--- src/rtl/pid_term_gen.sv ---
`default_nettype none
// ============================================================================
// Module   : pid_term_gen
// Summary  : Turns setpoint/measurement samples into saturated signed 6-bit
//            P, I and D terms using shift-only gains, over a four-state
//            sequence.
// Option   : PID_TERM_GEN_ANTI_WINDUP_EN limits the integrator to the range
//            that the I term can represent after its shift.
// Revision : 1.0 - initial release
// ============================================================================
module pid_term_gen #(
   parameter int P_SHIFT = 0,
   parameter int I_SHIFT = 2,
   parameter int D_SHIFT = 0,
   parameter int ACC_W   = 10
) (
   input  logic       clk,
   input  logic       rst_n,
   input  logic       ena,
   input  logic [5:0] setpoint,
   input  logic [5:0] measurement,
   input  logic       sample_valid,
   input  logic       integ_clr,
   output logic       busy,
   output logic [5:0] p_contrib,
   output logic [5:0] i_contrib,
   output logic [5:0] d_contrib,
   output logic       contrib_valid
);

   typedef enum logic [1:0] {
      S_IDLE = 2'd0,
      S_ERR  = 2'd1,
      S_UPD  = 2'd2,
      S_OUT  = 2'd3
   } state_t;

`ifdef PID_TERM_GEN_ANTI_WINDUP_EN
   localparam int c_acc_hi = (32 << I_SHIFT) - 1;
   localparam int c_acc_lo = -(32 << I_SHIFT);
`else
   localparam int c_acc_hi = (1 << (ACC_W - 1)) - 1;
   localparam int c_acc_lo = -(1 << (ACC_W - 1));
`endif

   state_t                    r_state;
   state_t                    w_state_nxt;
   logic signed [5:0]         r_sp;
   logic signed [5:0]         r_ms;
   logic signed [6:0]         r_err;
   logic signed [6:0]         r_e_prev;
   logic                      r_primed;
   logic signed [ACC_W-1:0]   r_acc;
   logic signed [5:0]         r_p;
   logic signed [5:0]         r_i;
   logic signed [5:0]         r_d;
   logic                      r_valid;

   logic signed [6:0]         w_err;
   logic signed [ACC_W-1:0]   w_acc_base;
   logic                      w_primed_base;
   logic signed [31:0]        w_sum;
   logic signed [ACC_W-1:0]   w_acc_upd;
   logic signed [7:0]         w_diff;

   function automatic logic signed [5:0] sat6(input logic signed [31:0] v);
      if (v > 31)
         return 6'b011111;
      else if (v < -32)
         return 6'b100000;
      else
         return v[5:0];
   endfunction

   assign w_err = 7'(r_sp) - 7'(r_ms);

   // A clear raised during UPD must take effect before this sample's update.
   assign w_acc_base    = integ_clr ? '0 : r_acc;
   assign w_primed_base = integ_clr ? 1'b0 : r_primed;
   assign w_sum         = 32'(w_acc_base) + 32'(r_err);
   assign w_diff        = w_primed_base ? (8'(r_err) - 8'(r_e_prev)) : 8'sd0;

   always_comb begin
      if (w_sum > c_acc_hi)
         w_acc_upd = ACC_W'(c_acc_hi);
      else if (w_sum < c_acc_lo)
         w_acc_upd = ACC_W'(c_acc_lo);
      else
         w_acc_upd = ACC_W'(w_sum);
   end

   always_comb begin
      w_state_nxt = r_state;
      case (r_state)
         S_IDLE:  if (sample_valid && !integ_clr) w_state_nxt = S_ERR;
         S_ERR:   w_state_nxt = S_UPD;
         S_UPD:   w_state_nxt = S_OUT;
         S_OUT:   w_state_nxt = S_IDLE;
         default: w_state_nxt = S_IDLE;
      endcase
   end

   always_ff @(posedge clk or negedge rst_n) begin
      if (!rst_n) begin
         r_state  <= S_IDLE;
         r_sp     <= '0;
         r_ms     <= '0;
         r_err    <= '0;
         r_e_prev <= '0;
         r_primed <= 1'b0;
         r_acc    <= '0;
         r_p      <= '0;
         r_i      <= '0;
         r_d      <= '0;
         r_valid  <= 1'b0;
      end else begin
         // The pulse lasts one clock even if ena drops while in OUT.
         r_valid <= 1'b0;
         if (ena) begin
            r_state <= w_state_nxt;
            case (r_state)
               S_IDLE: begin
                  if (w_state_nxt == S_ERR) begin
                     r_sp <= $signed(setpoint);
                     r_ms <= $signed(measurement);
                  end
               end
               S_ERR: r_err <= w_err;
               S_UPD: begin
                  r_acc    <= w_acc_upd;
                  r_e_prev <= r_err;
                  r_primed <= 1'b1;
                  r_p      <= sat6(32'(r_err >>> P_SHIFT));
                  r_i      <= sat6(32'(w_acc_upd >>> I_SHIFT));
                  r_d      <= sat6(32'(w_diff >>> D_SHIFT));
                  r_valid  <= 1'b1;
               end
               default: ;
            endcase
            if (integ_clr && r_state != S_UPD) begin
               r_acc    <= '0;
               r_e_prev <= '0;
               r_primed <= 1'b0;
            end
         end
      end
   end

   assign busy          = (r_state == S_ERR) || (r_state == S_UPD);
   assign p_contrib     = r_p;
   assign i_contrib     = r_i;
   assign d_contrib     = r_d;
   assign contrib_valid = r_valid;

endmodule
`default_nettype wire

--- config.mk ---
export PLATFORM = sky130hd
export DESIGN_NAME = pid_term_gen
export DESIGN_NICKNAME = d
export VERILOG_FILES = /design/src/rtl/pid_term_gen.sv
export SDC_FILE = /design/constraint.sdc
export NUM_CORES = 1
export LEC_CHECK = 0
export BUFFER_PORTS_ARGS = -buffer_cell sky130_fd_sc_hd__buf_2
export CAP_MARGIN = 20
export CORE_UTILIZATION = 35
export CTS_BUF_LIST = sky130_fd_sc_hd__clkbuf_4
export DETAILED_ROUTE_END_ITERATION = 10
export PLACE_DENSITY = 0.63
export SLEW_MARGIN = 25
export SYNTH_ARGS = -nofsm -noshare
export SYNTH_HDL_FRONTEND = slang
export SYNTH_SLANG_ARGS = --single-unit
--- constraint.sdc ---
create_clock -name clk -period 3.8 [get_ports clk]
set_clock_uncertainty 0.15 [all_clocks]
set_input_delay 0.38 -clock clk [delete_from_list [all_inputs] [get_ports clk]]
set_output_delay 0.38 -clock clk [all_outputs]
set_load 0.02 [all_outputs]
==> impl_metrics.json <==
{
  "status": "complete, no violations",
  "timing.final.crit_share_pct": 75.79,
  "fmax_ghz": 0.3472,
  "synth_area_um2": 3676,
  "cts_max_level": 3,
  "core_um2": 10230,
  "drcViolationCount": 0,
  "die_y_um": 104.5,
  "layout.nets": 476,
  "clock_path_buffers": 2,
  "rows": 37,
  "startpoint_type": "flip-flop",
  "synth_nets": 438,
  "die_w_um": 104.5,
  "vias": 2918,
  "port_buffers": 36,
  "overflow": 0,
  "ant_nets": 0,
  "rsz0062_at_grt": "no",
  "grt_use_total_pct": 16.04,
  "layout-drive-gt1-share_pct": 19.31,
  "place_hpwl_um": 6020,
  "async_flop_share_pct": 100.0,
  "synth.area.top_cells": "dfrtp_1 39%, ha_1 8.8%, nand2_1 5.9%",
  "crit_type": "flip-flop to flip-flop",
  "p_leak_nw": 1.902,
  "timing.final.hold_violations": 0,
  "slowest_delay_ps": 650,
  "cp_max_fo": 11,
  "wl_per_cell_um": 14.11,
  "clk_latency_ps": 410,
  "ctsResizeCount": 0,
  "slew_violations": 0,
  "hold_path.class": "primary input to flip-flop",
  "wl_um": 8058,
  "cts_inserted_buffers": 9,
  "drv_cap": 0,
  "total_power_mw": 3.469,
  "final_area_um2": 4143,
  "slew_headroom_pct": 44.39,
  "ios": 37,
  "holdWs_ps": 43.19,
  "initial_core_util_pct": 35.93,
  "synth_top_area_share_pct": 39.48,
  "grt_pass1_vias": 2847,
  "crit_path_top_delay_cell": "dfrtp_1",
  "yosys_register_bits": 58,
  "powerDensity_nw_per_um2": 837.3,
  "worstPathCellList": "ha_1 -> nand3_1 -> nand3_1 -> o41ai_2 -> nand2_1 -> a21o_1 -> o21ai_2 -> o22ai_1",
  "die_area_um2": 10920,
  "synth-seq-area-share_pct": 39.48,
  "critical_path_required_ps": 3940,
  "tightest_slew_ps": 834.1,
  "cts-root-buf": "clkbuf_4",
  "synth_edf_count": 0,
  "synth_cells": 392,
  "routed_via_density": 5.110,
  "post-synth-top-area-cell": "dfrtp_1",
  "ys_types": 58,
  "syn_area_per_cell_um2": 9.378,
  "setup_tns_ps": 0,
  "cts_tree": "done",
  "clk_pin_slew_worst_paths_ps": 110,
  "cp.arrival_ps": 3020,
  "grt_pass1_wl_um": 13980,
  "clock-sinks": 58,
  "antenna_cells": 0,
  "crit_top_cell": "nand3_1",
  "post_dp_cell_area_um2": 3990,
  "antenna_found_initial": 0,
  "synthFlopType": "dfrtp_1",
  "peakVddDrop_mv": 0.3372,
  "syn_to_final_growth_pct": 12.70,
  "setup_viol": 0,
  "grt_max_degree": 37,
  "drtIter0Drc": 144,
  "drt_first_pass_iters": 4,
  "routabilityCongestion": 0.9098,
  "layout_common_cells": "58 x nand2_1, 58 x dfrtp_1, 36 x buf_2, 34 x o21ai_0",
  "min_period_ps": 2880,
  "ys_warn_count": 0,
  "end_kind": "flip-flop"
}
## sequential cells by signal (all words and copies together) (netlist names)
register       flops
contrib_valid      1
d_contrib          6
i_contrib          6
p_contrib          6
r_acc             10
r_e_prev           7
r_err              7
r_ms               6
r_primed           1
r_sp               6
r_state            2
## worst max-delay path, delay by kind of cell, from the launching register on
family	cells	cell delay [ps]
compound gates	4	1080
fa+ha+maj	1	390
flops	1	650
simple gates	3	490
## area by class of cell
class                           instances  area, µm²
Multi-Input combinational cell        293       2057
Inverter                               27      101.3
Tap cell                              136      170.2
Sequential cell                        58       1451
Fill cell                            1059       6088
Clock inverter                          6      67.56
Clock buffer                           10      75.07
Timing Repair Buffer                   41      220.2
## logic make-up (layout without fill, tap and decap cells)
group                      Yosys count  after routing  synth area share, %
and+or+nand+nor                    124            124                15.89
AOI/OAI and AO/OA                  106            106                20.12
DFF                                 58             58                39.48
buffers and inverters               41             84                4.561
adders and majority gates           36             36                12.39
muxes                               15             15                4.493
xor gates and xnor gates            12             12                3.063
## per-layer routing
metal / up-vias / routed length [µm] / track usage [%]
met3: 6 / 450 / 3.885
met1: 1350 / 3815 / 21.73
met4: 0 / 82 / 5.102
met5: - / 0 / 0
li1: 1471 / - / -
met2: 91 / 3710 / 25.12
## where the power goes
group / switching [mW] / internal, mW / total, mW
logic: 1.08 / 0.838 / 1.91
registers: 0.219 / 0.876 / 1.10
clock network: 0.250 / 0.209 / 0.459
## stage by stage
stage	utilization [%]	instances	setup WS, ps
2_1_floorplan	-	392	1061
3_3_place_gp	39.00	554	845.4
3_5_place_dp	39.00	554	736.7
4_1_cts	40.49	571	903.7
5_1_grt	40.49	571	644.9
6_report	40.49	571	920.0
## synthesized netlist by cell type (9+ instances only)
master / count
dfrtp_1: 58
nand2_1: 58
o21ai_0: 34
ha_1: 26
inv_1: 26
nor2_1: 17
nor2b_1: 16
mux2_2: 12
a21oi_1: 11
clkbuf_1: 10
a22o_1: 9
nand2b_1: 9
## final timing paths
kind,endpoint,start,cells after the start,slack [ps]
min,r_ms[5],measurement[5],2,40
max reg2reg,i_contrib[2],r_err[6],8,920
min in group asynchronous,i_contrib[3],rst_n,2,440
max in group asynchronous,r_acc[0],rst_n,3,2230
min reg2reg,r_acc[0],r_acc[0],2,330
max,i_contrib[2],r_err[6],8,920
## what timing repair did
| action | 4_1_cts | 5_1_grt |
|---|---|---|
| hold buffers | 1 | 0 |
| buffers inserted | 0 | 0 |
| hold endpoints to repair | 35 | 0 |
Note: power is estimated with default switching activity, not from simulation.
